===== config.mk =====
export PLATFORM = sky130hd
export DESIGN_NAME = alu_accumulator_datapath
export DESIGN_NICKNAME = d
export VERILOG_FILES = /design/src/rtl/alu_accumulator_datapath.sv
export SDC_FILE = /design/constraint.sdc
export NUM_CORES = 1
export LEC_CHECK = 0
export CAP_MARGIN = 10
export CELL_PAD_IN_SITES_DETAIL_PLACEMENT = 1
export CELL_PAD_IN_SITES_GLOBAL_PLACEMENT = 1
export CORE_MARGIN = 2
export CORE_UTILIZATION = 37
export DETAILED_ROUTE_END_ITERATION = 7
export PLACE_DENSITY_LB_ADDON = 0.05
export SYNTH_ARGS = -nofsm -noshare
export SYNTH_HDL_FRONTEND = slang
export SYNTH_SLANG_ARGS = --single-unit
export TNS_END_PERCENT = 1

===== constraint.sdc =====
create_clock -name clk -period 2.3 [get_ports clk]
set_input_delay 0.46 -clock clk [delete_from_list [all_inputs] [get_ports clk]]
set_output_delay 0.46 -clock clk [all_outputs]
set_load 0.01 [all_outputs]

===== src/rtl/alu_accumulator_datapath.sv =====
// Accumulator, MDR, registered ALU result and two-stage carry/zero flags for the controller.
// Optional macro ALU_OVF_EN adds a signed-overflow flag (ovFlag) with its own pending stage.
module alu_accumulator_datapath #(
  parameter int WIDTH = 8
) (
  input  logic             clk,
  input  logic             Reset_in,
  input  logic [3:0]       ALU_OP,
  input  logic             ALU_MUX,
  input  logic             ALU_EN,
  input  logic             MDR_WR,
  input  logic             A_WR,
  input  logic             FLAG_WR,
  input  logic [WIDTH-1:0] IR_LIT,
  input  logic [WIDTH-1:0] RAM_DOUT,
  output logic [WIDTH-1:0] RAM_DIN,
  output logic [WIDTH-1:0] A_out,
  output logic [WIDTH-1:0] MDR_out,
  output logic             carryFlag,
  output logic             zeroFlag
`ifdef ALU_OVF_EN
  ,
  output logic             ovFlag
`endif
);

  localparam int MSB = WIDTH - 1;

  localparam logic [3:0] OP_ADD  = 4'b0000;
  localparam logic [3:0] OP_SUB  = 4'b0001;
  localparam logic [3:0] OP_INC  = 4'b0010;
  localparam logic [3:0] OP_DEC  = 4'b0011;
  localparam logic [3:0] OP_AND  = 4'b0100;
  localparam logic [3:0] OP_OR   = 4'b0101;
  localparam logic [3:0] OP_XOR  = 4'b0110;
  localparam logic [3:0] OP_NOT  = 4'b0111;
  localparam logic [3:0] OP_PASB = 4'b1000;
  localparam logic [3:0] OP_PASA = 4'b1001;
  localparam logic [3:0] OP_ROLC = 4'b1010;
  localparam logic [3:0] OP_RORC = 4'b1011;

  localparam logic [WIDTH:0]   ONE_WIDE = {{WIDTH{1'b0}}, 1'b1};
  localparam logic [WIDTH-1:0] ONE      = {{(WIDTH-1){1'b0}}, 1'b1};

  logic [WIDTH-1:0] a_reg, mdr_reg, r_reg;
  logic             c_reg, z_reg, cn_reg, zn_reg;

  logic [WIDTH-1:0] operand_b;
  logic [WIDTH:0]   wide_sum;
  logic [WIDTH-1:0] n_next;
  logic             cn_next, zn_next;

  always_comb begin
    operand_b = ALU_MUX ? mdr_reg : IR_LIT;
    wide_sum  = '0;
    n_next    = '0;
    cn_next   = c_reg;
    case (ALU_OP)
      OP_ADD: begin
        wide_sum = {1'b0, a_reg} + {1'b0, operand_b};
        n_next   = wide_sum[WIDTH-1:0];
        cn_next  = wide_sum[WIDTH];
      end
      // Bit WIDTH of the extended difference is the unsigned borrow.
      OP_SUB: begin
        wide_sum = {1'b0, a_reg} - {1'b0, operand_b};
        n_next   = wide_sum[WIDTH-1:0];
        cn_next  = wide_sum[WIDTH];
      end
      OP_INC: begin
        wide_sum = {1'b0, operand_b} + ONE_WIDE;
        n_next   = wide_sum[WIDTH-1:0];
        cn_next  = wide_sum[WIDTH];
      end
      OP_DEC: begin
        n_next  = operand_b - ONE;
        cn_next = (operand_b == '0);
      end
      OP_AND:  n_next = a_reg & operand_b;
      OP_OR:   n_next = a_reg | operand_b;
      OP_XOR:  n_next = a_reg ^ operand_b;
      OP_NOT:  n_next = ~operand_b;
      OP_PASB: n_next = operand_b;
      OP_PASA: n_next = a_reg;
      // Rotates go through the committed carry, not the pending one.
      OP_ROLC: begin
        n_next  = {operand_b[WIDTH-2:0], c_reg};
        cn_next = operand_b[MSB];
      end
      OP_RORC: begin
        n_next  = {c_reg, operand_b[WIDTH-1:1]};
        cn_next = operand_b[0];
      end
      default: n_next = '0;
    endcase
    zn_next = (n_next == '0);
  end

  // A_WR/FLAG_WR read the pre-edge R and pending flags, so same-edge ALU_EN is safe.
  always_ff @(posedge clk or posedge Reset_in) begin
    if (Reset_in) begin
      a_reg   <= '0;
      mdr_reg <= '0;
      r_reg   <= '0;
      cn_reg  <= 1'b0;
      zn_reg  <= 1'b0;
      c_reg   <= 1'b0;
      z_reg   <= 1'b1;
    end else begin
      if (ALU_EN) begin
        r_reg  <= n_next;
        cn_reg <= cn_next;
        zn_reg <= zn_next;
      end
      if (MDR_WR)  mdr_reg <= RAM_DOUT;
      if (A_WR)    a_reg   <= r_reg;
      if (FLAG_WR) begin
        c_reg <= cn_reg;
        z_reg <= zn_reg;
      end
    end
  end

  assign RAM_DIN   = r_reg;
  assign A_out     = a_reg;
  assign MDR_out   = mdr_reg;
  assign carryFlag = c_reg;
  assign zeroFlag  = z_reg;

`ifdef ALU_OVF_EN
  localparam logic [WIDTH-1:0] MAX_POS = {1'b0, {(WIDTH-1){1'b1}}};
  localparam logic [WIDTH-1:0] MIN_NEG = {1'b1, {(WIDTH-1){1'b0}}};

  logic v_reg, vn_reg, vn_next;

  always_comb begin
    vn_next = v_reg;
    case (ALU_OP)
      OP_ADD:  vn_next = (a_reg[MSB] == operand_b[MSB]) && (n_next[MSB] != a_reg[MSB]);
      OP_SUB:  vn_next = (a_reg[MSB] != operand_b[MSB]) && (n_next[MSB] != a_reg[MSB]);
      OP_INC:  vn_next = (operand_b == MAX_POS);
      OP_DEC:  vn_next = (operand_b == MIN_NEG);
      default: vn_next = v_reg;
    endcase
  end

  always_ff @(posedge clk or posedge Reset_in) begin
    if (Reset_in) begin
      vn_reg <= 1'b0;
      v_reg  <= 1'b0;
    end else begin
      if (ALU_EN)  vn_reg <= vn_next;
      if (FLAG_WR) v_reg  <= vn_reg;
    end
  end

  assign ovFlag = v_reg;
`endif

endmodule


# Word level (Yosys, flattened, before mapping)
# Cells that the tools add are included.
# op_classes
n_addsub	4
eq_ne	11
n_mux	3
n_bitwise	4
reduce_logical	3
# op_table
operator	count
$pmux W8 S12	1
$eq A4 B3 Y1 const B	4
$eq A4 B4 Y1 const B	4
$logic_not A8 Y1	2
$add A8 B1 Y9 const B	1
$add A8 B8 Y9	1
$sub A8 B8 Y9	1
$and A8 B8 Y8	1
$eq A4 B2 Y1 const B	2
$mux W8	1
$not A8 Y8	1
$or A8 B8 Y8	1
$sub A8 B1 Y8 const B	1
$xor A8 B8 Y8	1
$pmux W1 S6	1
$eq A4 B1 Y1 const B	1
$logic_not A4 Y1	1
# word_totals
register_bits	28
wordCells	32

# Longest topological paths before layout
# Gate-level depths: netlist of the first run.
# logic_depth
ltp_word	4
ltp_mapped	13
ltp_nobuf	12

# Least setup slack after synthesis of the first run
# OpenSTA, ideal clock, no wires.
# synth_path
path_kind	input port to flip-flop
startpoint	in ALU_MUX
endpoint	reg zn_reg
arrival_ns	2.824
t_required_ns	2.222
path_slack_ns	-0.602
cell_stages	9
n_path_buf	1
cell_sequence	buf_6 > mux2i_1 > ha_1 > and3b_1 > a2111oi_1 > o32ai_1 > a2111oi_4 > nand4_1 > o2bb2ai_1
# synth_between
elab_chain_len	4
word_cells_on_any_way	11
# synth_rtl
item	line_no	source
start: declaration	9	input logic ALU_MUX,
$mux W8 (*)	54	operand_b = ALU_MUX ? mdr_reg : IR_LIT;
$sub A8 B1 Y8 (tied with other cells)	76	n_next = operand_b - ONE;
$pmux W8 S12 (*)	58	case (ALU_OP)
$logic_not A8 Y1 (*)	96	zn_next = (n_next == '0);
end signal: assignment	113	zn_reg <= zn_next;
end: declaration	46	logic c_reg, z_reg, cn_reg, zn_reg;
# Mark *: on every way between the ends. The rest lies on a longest branch, timed or not.
# A chain may end at the register's enable or synchronous reset.

# Final worst setup path of the first run
# layout_path
startpoint	reg mdr_reg[1] (netlist: MDR_out[1])
endpoint	reg zn_reg
# layout_between
elab_chain_len	4
word_cells_on_any_way	11
# layout_rtl
item	line_no	source
start: declaration	45	logic [WIDTH-1:0] a_reg, mdr_reg, r_reg;
start signal: assignment	103	mdr_reg <= '0;
start signal: assignment	115	if (MDR_WR) mdr_reg <= RAM_DOUT;
$mux W8 (*)	54	
$sub A8 B1 Y8 (tied with other cells)	76	
$pmux W8 S12 (*)	58	
$logic_not A8 Y1 (*)	96	
# Marked as above.

==> results of run 1 <==
[how the worst max path moves through the flow]
stage	end	start	depth (start not counted)	slack, ns
floorplan	zn_reg	ALU_MUX	10	-0.26
global placement	RAM_DIN[7]	ALU_MUX	10	-1.02
finish	zn_reg	MDR_out[1]	11	-0.26
CTS	RAM_DIN[7]	MDR_out[1]	11	-0.27
global route	zn_reg	ALU_MUX	12	-0.39
detailed placement	RAM_DIN[7]	ALU_MUX	10	-1.09
[synth_stat cells, drive strengths merged (3+ instances only)]
library cell	instances	area [sq um]
a2111oi	6	72.57
a211oi	5	42.54
a21o	4	30.03
a21oi	18	90.09
a221o	3	30.03
a221oi	4	35.03
a22oi	4	30.03
buf	10	53.80
clkbuf	11	41.29
dfrtp	27	675.7
ha	29	362.9
inv	29	111.4
mux2	12	135.1
mux2i	17	257.8
nand2	27	101.4
nand2b	3	18.77
nand3	9	45.04
nand4	5	31.28
nand4b	3	26.28
nor2	23	86.33
nor2b	8	50.05
nor3	10	50.05
nor3b	6	45.04
nor4	5	31.28
o21a	3	22.52
o21ai	19	95.09
o21bai	3	22.52
o221ai	4	35.03
o22ai	8	50.05
o2bb2ai	3	26.28
o31ai	3	22.52
o32ai	4	35.03
or3	4	25.02
xnor2	10	87.58
[tightest hold or removal path, cell delays in order]
cell and delay [ns]:
clkdlybuf4s50_1 0.40, inv_1 0.05, buf_4 0.37
[power groups by stage]
stage	Sequential, mW	Combinational, mW	Clock, mW
final	0.668	2.03	0.449
after global routing	0.679	2.17	0.463
after CTS	0.666	1.91	0.453
after detailed placement	0.674	1.77	0
after global placement	0.670	1.72	0
after floorplan	0.699	0.848	0
[cell families (layout without fill, tap and decap cells)]
group	Yosys count	after routing	share of synthesized area
fa+ha+maj	31	31	0.1241
flops	28	28	0.2163
buf+inv	50	227	0.06361
simple gates	115	115	0.1893
mux	30	30	0.1280
compound gates	109	109	0.2463
xor+xnor	12	12	0.03238
[layout make-up]
cell class,count,area [sq um],area share
flip-flops and latches,28,701.9,0.1298
inverters,29,113.9,0.02106
clock inverters,1,30.03,0.005553
clock buffers,3,41.29,0.007635
multi-input cells,297,2736,0.5060
repair buffers,194,1649,0.3050
well taps,108,135.1,0.02499
[per-layer routing]
metal / GRT usage / up-vias / share of wire
li1: - / 1774 / -
met3: 0.04101 / 28 / 0.072
met1: 0.4256 / 1908 / 0.42
met5: 0 / - / 0
met4: 0.07585 / 0 / 0.024
met2: 0.5321 / 147 / 0.49
[metrics by stage]
step,hold slack [ns],area (sq um),setup TNS (ns),total power [mW]
floorplan,0.4493,3392,-1.293,1.547
global placement,0.4852,4967,-8.392,2.387
detailed placement,0.5114,4967,-8.808,2.442
finish,0.5132,5408,-1.668,3.145
global route,0.5650,5408,-2.341,3.316
CTS,0.5381,5258,-1.544,3.029
[repair_timing]
item	4_1_cts	5_1_grt
endpoints found under the setup margin	10	9
pin swaps	15	14
buffers inserted	10	4
resized for setup	39	26
gates cloned	0	0
hold endpoints to repair	0	0
==> qor.csv, run 1 <==
stage,metric,value,unit
outcome,status,finished with violations,
outcome,failed_checks,negative setup slack,
synthesis,synth-seq-area-share,0.2163,
global_route,grt_pass1_wl,23410,microns
cells_and_area,finalNetCount,611,
timing,maxSlewHeadroom,0.6018,
clocking,path_clk_slew,0.15,ns
timing,period_minus_slack,2.564,ns
clocking,cts_tree,done,
timing,slew_violations,0,
timing,fmax,390.1,MHz
setup_path,worstSetupStartpointType,flop,
setup_path,r2r_end,zn_reg,
timing,hold_violations,0,
cells_and_area,layout.cells.non_filler,660,
power,comb_power_share,0.645,
synthesis,syn-num-nets,433,
run,cap_violations,0,
global_route,grt_overflow,0,
setup_path,reg2regPathDepth,11,
clocking,cts_hold_repair.buffers,0,
global_route,antenna_found_initial,0,
route,totalWireLength,14960,microns
clocking,cts_root_buf,clkbuf_8,
synthesis,netlist_area,3246,sq um
setup_path,path_delay_family,compound AO/OA/AOI/OAI gates,
floorplanning,core_region_area,8593,sq um
cells_and_area,syn_to_final_growth,66.62,%
setup_path,critical_path.slowest_cell,dfrtp_1,
placed_design,dp_cells,643,
timing,postLayoutSetupSlackWorst,-0.2637,ns
floorplanning,die-area,9537,sq um
clocking,cts-buffers-inserted,3,
synthesis,synth_edf_count,0,
synthesis,yosysWarnings,0,
synthesis,synthArstFlopShare,1.000,
setup_path,endpoint_kind,flop,
setup_path,ff2ff_setup_slack,-0.26,ns
timing,tightest_slew,0.5954,ns
global_route,grt_pass1_vias,4084,
placed_design,dp_slack,-1.093,ns
min_path,hold_class,input port to asynchronous set/reset pin,
power,powerDensity,581.7,nW/um^2
floorplanning,die_h,97.66,microns
power,switching_share,0.4124,
clocking,worstSkewPairLatency,0.32,ns
setup_path,slowest_delay,0.43,ns
route,via_per_inst,5.844,
route,wl_per_cell,22.67,microns
placed_design,io_buffers,52,
cells_and_area,layout_common_cells,"134 x buf_4, 45 x clkdlybuf4s50_1, 27 x dfrtp_1, 27 x nand2_1, 22 x nor2_1",
global_route,grt_max_degree,29,
clocking,htree_levels,1,
setup_path,cp_cell_sequence,"mux2i_4, inv_2, buf_6, fa_2, nor3_2, o31ai_2, mux2i_1, o22ai_2, a211oi_2, nand4_1, o2bb2ai_1",
synthesis,synthFlopType,dfrtp_1,
timing,fin_crit_sh,1.115,
synthesis,synth_seq_cells,28,
clocking,cts_buffer_depth,2,
placed_design,dpl.hpwl,11760,microns
power,clkPwrFrac,0.143,
placed_design,gp_congestion,0.9599,
floorplanning,num_rows,34,
route,vias,3857,
cells_and_area,layout_commonest_cell,buf_4,
power,seqPwrFrac,0.212,
synthesis,ys_types,69,
setup_path,cp_data_arrival_time,2.78,ns
route,firstDrtPassIters,4,
setup_path,worstPathMaxFanout,4,
power,max-vdd-ir-drop,0.3420,mV
setup_path,r2r_start,MDR_out[1],
cells_and_area,n_antenna_cell,0,
global_route,track_usage,0.3142,
floorplanning,io_pins,53,
floorplanning,start_util,0.3777,
timing,rsz0062_at_grt,yes,
route,drtIter0Drc,186,
setup_path,path_buf_inv,2,
cells_and_area,drive_above_1_share,0.4130,
route,drcViolationCount,0,
synthesis,avgSynthCellArea,8.655,sq um
cells_and_area,finalCoreUtilization,0.6293,
setup_path,cp.required,2.52,ns
route,ant_nets,0,
clocking,cts.sinks,28,
power,intPower,1.848,mW
setup_path,worst-setup-path-type,flop to flop,
timing,setup-violations-final,9,
timing,clock_skew,0.03292,ns
floorplanning,die_width,97.66,microns
power,switchingPower,1.297,mW
cells_and_area,fill_cells,980,
synthesis,synthCells,375,
power,p_leak,2.322,nW
Power figures use the tool's default switching activity.
==> run 2, diff against run 1 <==
--- a/config.mk
+++ b/config.mk
@@ -11,7 +11,7 @@
 export CORE_MARGIN = 2
 export CORE_UTILIZATION = 37
 export DETAILED_ROUTE_END_ITERATION = 7
-export PLACE_DENSITY_LB_ADDON = 0.05
+export PLACE_DENSITY = 0.8
 export SYNTH_ARGS = -nofsm -noshare
 export SYNTH_HDL_FRONTEND = slang
 export SYNTH_SLANG_ARGS = --single-unit
==> qor.csv, run 2 (same netlist as run 1, synthesis figures left out) <==
stage,metric,value,unit,change
outcome,status,finished with violations,,
outcome,failed_checks,negative setup slack,,
cells_and_area,layout_common_cells,"137 x buf_4, 45 x clkdlybuf4s50_1, 27 x dfrtp_1",,
floorplanning,die-area,9537,sq um,unchanged
setup_path,startpoint,ALU_MUX,,
timing,fmax,373.9,MHz,-4.1%
floorplanning,die_width,97.66,microns,unchanged
setup_path,slowest_delay,0.43,ns,about the same
power,switchingPower,1.314,mW,+1.3%
placed_design,dpl.hpwl,12260,microns,+4.3%
route,drcViolationCount,0,,unchanged
clocking,htree_levels,1,,unchanged
cells_and_area,syn_to_final_growth,63.84,%,
clocking,path_clk_slew,0.12,ns,-0.03 ns
power,comb_power_share,0.672,,+0.027
route,firstDrtPassIters,5,,+1
global_route,grt_pass1_vias,4414,,+8.1%
power,max-vdd-ir-drop,0.3425,mV,+0.14%
timing,slew_violations,0,,unchanged
cells_and_area,finalNetCount,614,,+0.49%
setup_path,worst-setup-path-type,input port to flop,,
timing,period_minus_slack,2.675,ns,+0.1109 ns
setup_path,critPathCapture,cn_reg,,
floorplanning,die_h,97.66,microns,unchanged
route,via_per_inst,6.057,,+3.7%
timing,rsz0062_at_grt,yes,,
setup_path,endpoint_kind,flop,,
setup_path,worstSetupStartpointType,input port,,
setup_path,cp_data_arrival_time,2.86,ns,+0.08 ns
floorplanning,start_util,0.3777,,unchanged
cells_and_area,seq_area,701.9,sq um,unchanged
cells_and_area,layout_commonest_cell,buf_4,,
setup_path,cp_cell_sequence,"buf_6, buf_12, mux2i_4, inv_2, ha_4, fa_2, nor3_4, o31ai_4, a21oi_1, o21bai_1, a21oi_2, o311a_1, a21oi_1",,
setup_path,crit_top_cell,a21oi_1,,
power,intPower,1.781,mW,-3.7%
clocking,cts_buffer_depth,2,,unchanged
global_route,track_usage,0.3317,,+0.01749
power,clkPwrFrac,0.114,,-0.029
min_path,hold_class,input port to asynchronous set/reset pin,,
setup_path,r2r_start,MDR_out[0],,
route,ant_nets,0,,unchanged
clocking,cts_tree,done,,
clocking,cts-buffers-inserted,3,,unchanged
clocking,cts.sinks,28,,unchanged
route,wl_per_cell,24.16,microns,+6.6%
placed_design,io_buffers,52,,unchanged
placed_design,dp_cells,646,,+0.47%
setup_path,critical_path.slowest_cell,fa_2,,
cells_and_area,n_antenna_cell,0,,unchanged
cells_and_area,multi_input_area,2638,sq um,-3.6%
global_route,grt_overflow,0,,unchanged
timing,hold_violations,0,,unchanged
setup_path,reg2regPathDepth,11,,unchanged
cells_and_area,layout.cells.non_filler,663,,+0.45%
power,seqPwrFrac,0.214,,+0.002
route,drtIter0Drc,260,,+40%
timing,tightest_slew,0.7278,ns,+0.1324 ns
floorplanning,core_region_area,8593,sq um,unchanged
clocking,cts_root_buf,clkbuf_8,,
global_route,grt_pass1_wl,24660,microns,+5.3%
setup_path,r2r_end,cn_reg,,
timing,fin_crit_sh,1.163,,+0.04823
global_route,grt_max_degree,29,,unchanged
clocking,cts_hold_repair.buffers,0,,unchanged
cells_and_area,drive_above_1_share,0.4000,,-0.01304
power,switching_share,0.4246,,+0.01225
floorplanning,io_pins,53,,unchanged
floorplanning,num_rows,34,,unchanged
power,p_leak,2.298,nW,-1.0%
route,totalWireLength,16020,microns,+7.1%
timing,clock_skew,0.01164,ns,-0.02128 ns
setup_path,ff2ff_setup_slack,-0.32,ns,-0.06 ns
timing,setup-violations-final,9,,unchanged
global_route,antenna_found_initial,0,,unchanged
power,powerDensity,582.0,nW/um^2,about the same
route,vias,4016,,+4.1%
setup_path,cp.required,2.49,ns,-0.03 ns
cells_and_area,fill_cells,991,,+1.1%
clocking,worstSkewPairLatency,0.30,ns,-0.02 ns
cells_and_area,finalCoreUtilization,0.6188,,-0.01048
timing,maxSlewHeadroom,0.5133,,-0.08854
run,cap_violations,0,,unchanged
timing,postLayoutSetupSlackWorst,-0.3746,ns,-0.1109 ns
setup_path,worstPathMaxFanout,8,,+4
placed_design,gp_congestion,0.9672,,+0.76%
run 2: cell count changes in the layout (fill, tap and decap cells not counted), sizes merged:
cell,before,now
buf,143,146
bufinv,1,0
clkbuf,3,4
run 2: area by class of cell:
cell class | instances | share of cell area
Clock buffer | 4 | 0.01035
Sequential cell | 28 | 0.1320
Timing Repair Buffer | 197 | 0.3153
Multi-Input combinational cell | 297 | 0.4960
Tap cell | 108 | 0.02541
Inverter | 29 | 0.02094
run 2: critical path: cells and delay by family:
| kind | cells | cell delay (ns) |
|---|---|---|
| compound gates | 6 | 0.98 |
| fa+ha+maj | 2 | 0.61 |
| buf+inv | 3 | 0.32 |
| mux | 1 | 0.26 |
| simple gates | 1 | 0.23 |
run 2: layer usage:
metal / vias to the layer above / routed length (microns) / global-route usage / share of wire
li1: 1774 / - / - / -
met1: 2013 / 6480 / 0.4081 / 0.40
met2: 182 / 7782 / 0.5671 / 0.49
met3: 47 / 985 / 0.04964 / 0.061
met4: 0 / 771 / 0.1581 / 0.048
met5: - / 0 / 0 / 0
run 2: worst min-delay path by stage:
stage | to | from | depth (start not counted) | slack, ns
2_1_floorplan | zn_reg | zn_reg | 1 | 0.45
6_report | A_out[0] | Reset_in | 3 | 0.54
3_5_place_dp | A_out[2] | RAM_DIN[2] | 2 | 0.52
4_1_cts | A_out[2] | RAM_DIN[2] | 2 | 0.54
3_3_place_gp | A_out[3] | RAM_DIN[3] | 2 | 0.49
5_1_grt | carryFlag | cn_reg | 1 | 0.58
run 2: power groups by stage:
stage	sequential (mW)	combinational [mW]	clock, mW
after floorplan	0.699	0.848	0
after global placement	0.659	1.75	0
after detailed placement	0.669	1.83	0
after CTS	0.661	1.99	0.353
after global routing	0.673	2.20	0.370
final	0.663	2.08	0.353
run 2: what timing repair did:
item	CTS	global route
endpoints found under the setup margin	10	9
setup buffers	13	0
pin swaps	18	9
gates resized for setup	39	10
run 2: stage by stage:
| stage | TNS (ns) | setup slack (ns) | power, mW | cell area, sq um | hold slack (ns) |
|---|---|---|---|---|---|
| finish | -2.130 | -0.3746 | 3.095 | 5318 | 0.5395 |
| global route | -2.837 | -0.4562 | 3.240 | 5318 | 0.5830 |
| CTS | -1.851 | -0.3415 | 3.002 | 5265 | 0.5434 |
| detailed placement | -8.872 | -1.146 | 2.496 | 4990 | 0.5164 |
| global placement | -8.339 | -1.099 | 2.412 | 4990 | 0.4915 |
| floorplan | -1.293 | -0.2560 | 1.547 | 3392 | 0.4493 |
==> run 3, diff against run 2 <==
--- a/config.mk
+++ b/config.mk
@@ -9,9 +9,9 @@
 export CELL_PAD_IN_SITES_DETAIL_PLACEMENT = 1
 export CELL_PAD_IN_SITES_GLOBAL_PLACEMENT = 1
 export CORE_MARGIN = 2
-export CORE_UTILIZATION = 37
+export CORE_UTILIZATION = 41
 export DETAILED_ROUTE_END_ITERATION = 7
-export PLACE_DENSITY = 0.8
+export PLACE_DENSITY = 0.84
 export SYNTH_ARGS = -nofsm -noshare
 export SYNTH_HDL_FRONTEND = slang
 export SYNTH_SLANG_ARGS = --single-unit
==> constraint.sdc (replaced) <==
create_clock -name clk -period 2.7 [get_ports clk]
set_input_delay 0.54 -clock clk [delete_from_list [all_inputs] [get_ports clk]]
set_output_delay 0.54 -clock clk [all_outputs]
set_load 0.01 [all_outputs]
==> qor.csv, run 3 (same netlist as run 1, synthesis figures left out) <==
stage,metric,value,unit,change
setup_path,path_buf_inv,3,,unchanged
setup_path,worst-setup-path-type,input port to flop,,
cells_and_area,n_antenna_cell,0,,unchanged
cells_and_area,finalNetCount,582,,-5.2%
power,switching_share,0.4321,,+0.007452
timing,maxSlewHeadroom,0.6330,,+0.1197
power,seqPwrFrac,0.235,,+0.021
setup_path,worstPathMaxFanout,4,,-4
global_route,grt_overflow,0,,unchanged
outcome,failed_checks,negative setup slack,,
setup_path,endpoint_kind,flop,,
setup_path,slowest_delay,0.40,ns,-0.03 ns
setup_path,reg2regPathDepth,11,,unchanged
clocking,path_clk_slew,0.10,ns,-0.02 ns
floorplanning,die_h,92.97,microns,-4.8%
route,via_per_inst,6.283,,+3.7%
timing,rsz0062_at_grt,yes,,
global_route,grt_pass1_vias,4243,,-3.9%
floorplanning,die_width,92.97,microns,-4.8%
global_route,antenna_found_initial,0,,unchanged
route,drtIter0Drc,321,,+23%
setup_path,r2r_end,zn_reg,,
setup_path,ff2ff_setup_slack,-0.06,ns,+0.26 ns
clocking,htree_levels,1,,unchanged
power,p_leak,2.166,nW,-5.7%
timing,fmax,359.5,MHz,
cells_and_area,syn_to_final_growth,55.01,%,
setup_path,path_delay_family,compound AO/OA/AOI/OAI gates,,
power,switchingPower,1.071,mW,-19%
power,max-vdd-ir-drop,0.5383,mV,+57%
power,intPower,1.408,mW,-21%
route,firstDrtPassIters,5,,unchanged
setup_path,critical_path.slowest_cell,fa_2,,
floorplanning,die-area,8643,sq um,-9.4%
floorplanning,start_util,0.4222,,+0.04451
timing,tightest_slew,0.5494,ns,-0.1785 ns
global_route,track_usage,0.3585,,+0.02677
clocking,cts_buffer_depth,2,,unchanged
placed_design,dp_slack,-0.8917,ns,+0.2548 ns
setup_path,cp_data_arrival_time,2.99,ns,+0.13 ns
placed_design,gp_congestion,0.9962,,+3.0%
timing,fin_setup_tns,-0.1541,ns,+1.976 ns
setup_path,worstSetupStartpointType,input port,,
timing,postLayoutSetupSlackWorst,-0.08138,ns,+0.2932 ns
cells_and_area,layout.cells.non_filler,625,,-5.7%
clocking,cts-buffers-inserted,3,,unchanged
timing,setup-violations-final,3,,-6
power,clkPwrFrac,0.108,,-0.006
clocking,worstSkewPairLatency,0.28,ns,-0.02 ns
outcome,status,finished with violations,,
placed_design,io_buffers,52,,unchanged
timing,period_minus_slack,2.781,ns,
setup_path,cp.required,2.91,ns,+0.42 ns
global_route,grt_pass1_wl,23720,microns,-3.8%
route,wl_per_cell,24.88,microns,+3.0%
cells_and_area,layout_commonest_cell,buf_4,,
setup_path,cp_cell_sequence,"buf_8, buf_6, mux2i_4, inv_2, ha_4, fa_2, nor3_4, o31ai_4, mux2i_1, o22ai_1, a211oi_2, nand4_1, o2bb2ai_1",,
placed_design,dpl.hpwl,12040,microns,-1.8%
setup_path,r2r_start,MDR_out[0],,
run,cap_violations,0,,unchanged
global_route,grt_max_degree,24,,-17%
clocking,cts_root_buf,clkbuf_8,,
cells_and_area,drive_above_1_share,0.3556,,-0.04436
route,drcViolationCount,0,,unchanged
placed_design,dp_cells,615,,-4.8%
route,totalWireLength,15550,microns,-2.9%
route,ant_nets,0,,unchanged
floorplanning,core_region_area,7687,sq um,-11%
power,comb_power_share,0.657,,-0.015
timing,fin_crit_sh,1.030,,
clocking,cts_tree,done,,
cells_and_area,layout_common_cells,"109 x buf_4, 45 x clkdlybuf4s50_1, 26 x dfrtp_1, 26 x nand2_1",,
route,vias,3927,,-2.2%
timing,clock_skew,0.001448,ns,-0.01019 ns
timing,slew_violations,0,,unchanged
floorplanning,num_rows,32,,-5.9%
min_path,hold_class,input port to asynchronous set/reset pin,,
floorplanning,io_pins,53,,unchanged
clocking,cts.sinks,28,,unchanged
timing,hold_violations,0,,unchanged
power,powerDensity,492.7,nW/um^2,-15%
-- run 3: changes by cell type in the layout (fill, tap and decap cells not counted), sizes merged --
cell,delta
clkbuf,+1
buf,-32
dlygate4sd2,-5
dlymetal6s2s,+4
-- run 3: timing repair --
item                                    4_1_cts  5_1_grt
endpoints found under the hold margin         0        0
hold buffers                                  0        0
buffers inserted                              2        4
resized for setup                            33       26
pin swaps                                    12       17
endpoints found under the setup margin        9        9
-- run 3: worst max-delay path by stage --
stage,start,end,slack [ns],depth (start not counted)
after floorplan,ALU_MUX,zn_reg,-0.02,12
after global placement,ALU_MUX,RAM_DIN[7],-0.79,9
after detailed placement,ALU_MUX,RAM_DIN[7],-0.89,11
after CTS,IR_LIT[1],zn_reg,-0.12,10
after global routing,ALU_MUX,zn_reg,-0.15,13
final,ALU_MUX,zn_reg,-0.08,13
-- run 3: final cells by class --
| cell class | count | area, sq um |
|---|---|---|
| fillers | 895 | 2656 |
| multi-input cells | 297 | 2621 |
| repair buffers | 165 | 1410 |
| flip-flops and latches | 28 | 703.2 |
| well taps | 102 | 127.6 |
| inverters | 29 | 113.9 |
| clock buffers | 4 | 55.05 |
-- run 3: layer usage --
metal | global-route usage | up-vias | share of wire
li1 | - | 1702 | -
met1 | 0.4569 | 1959 | 0.40
met2 | 0.6087 | 215 | 0.49
met5 | 0 | - | 0
met4 | 0.1556 | 0 | 0.048
met3 | 0.04674 | 51 | 0.071
-- run 3: per-stage QoR --
| stage | cell area [sq um] | hold WS, ns | utilization | total power, mW |
|---|---|---|---|---|
| floorplan | 3322 | 0.4493 | - | 1.279 |
| global placement | 4695 | 0.4960 | 0.6107 | 1.931 |
| detailed placement | 4695 | 0.5049 | 0.6107 | 2.002 |
| CTS | 4901 | 0.5226 | 0.6375 | 2.371 |
| global route | 5031 | 0.5577 | 0.6545 | 2.592 |
| finish | 5031 | 0.5187 | 0.6545 | 2.479 |
-- run 3: power by group through the flow --
| stage | clock (mW) | combinational [mW] | sequential [mW] |
|---|---|---|---|
| after floorplan | 0 | 0.685 | 0.595 |
| after global placement | 0 | 1.36 | 0.576 |
| after detailed placement | 0 | 1.42 | 0.581 |
| after CTS | 0.269 | 1.53 | 0.575 |
| after global routing | 0.281 | 1.72 | 0.587 |
| final | 0.267 | 1.63 | 0.583 |
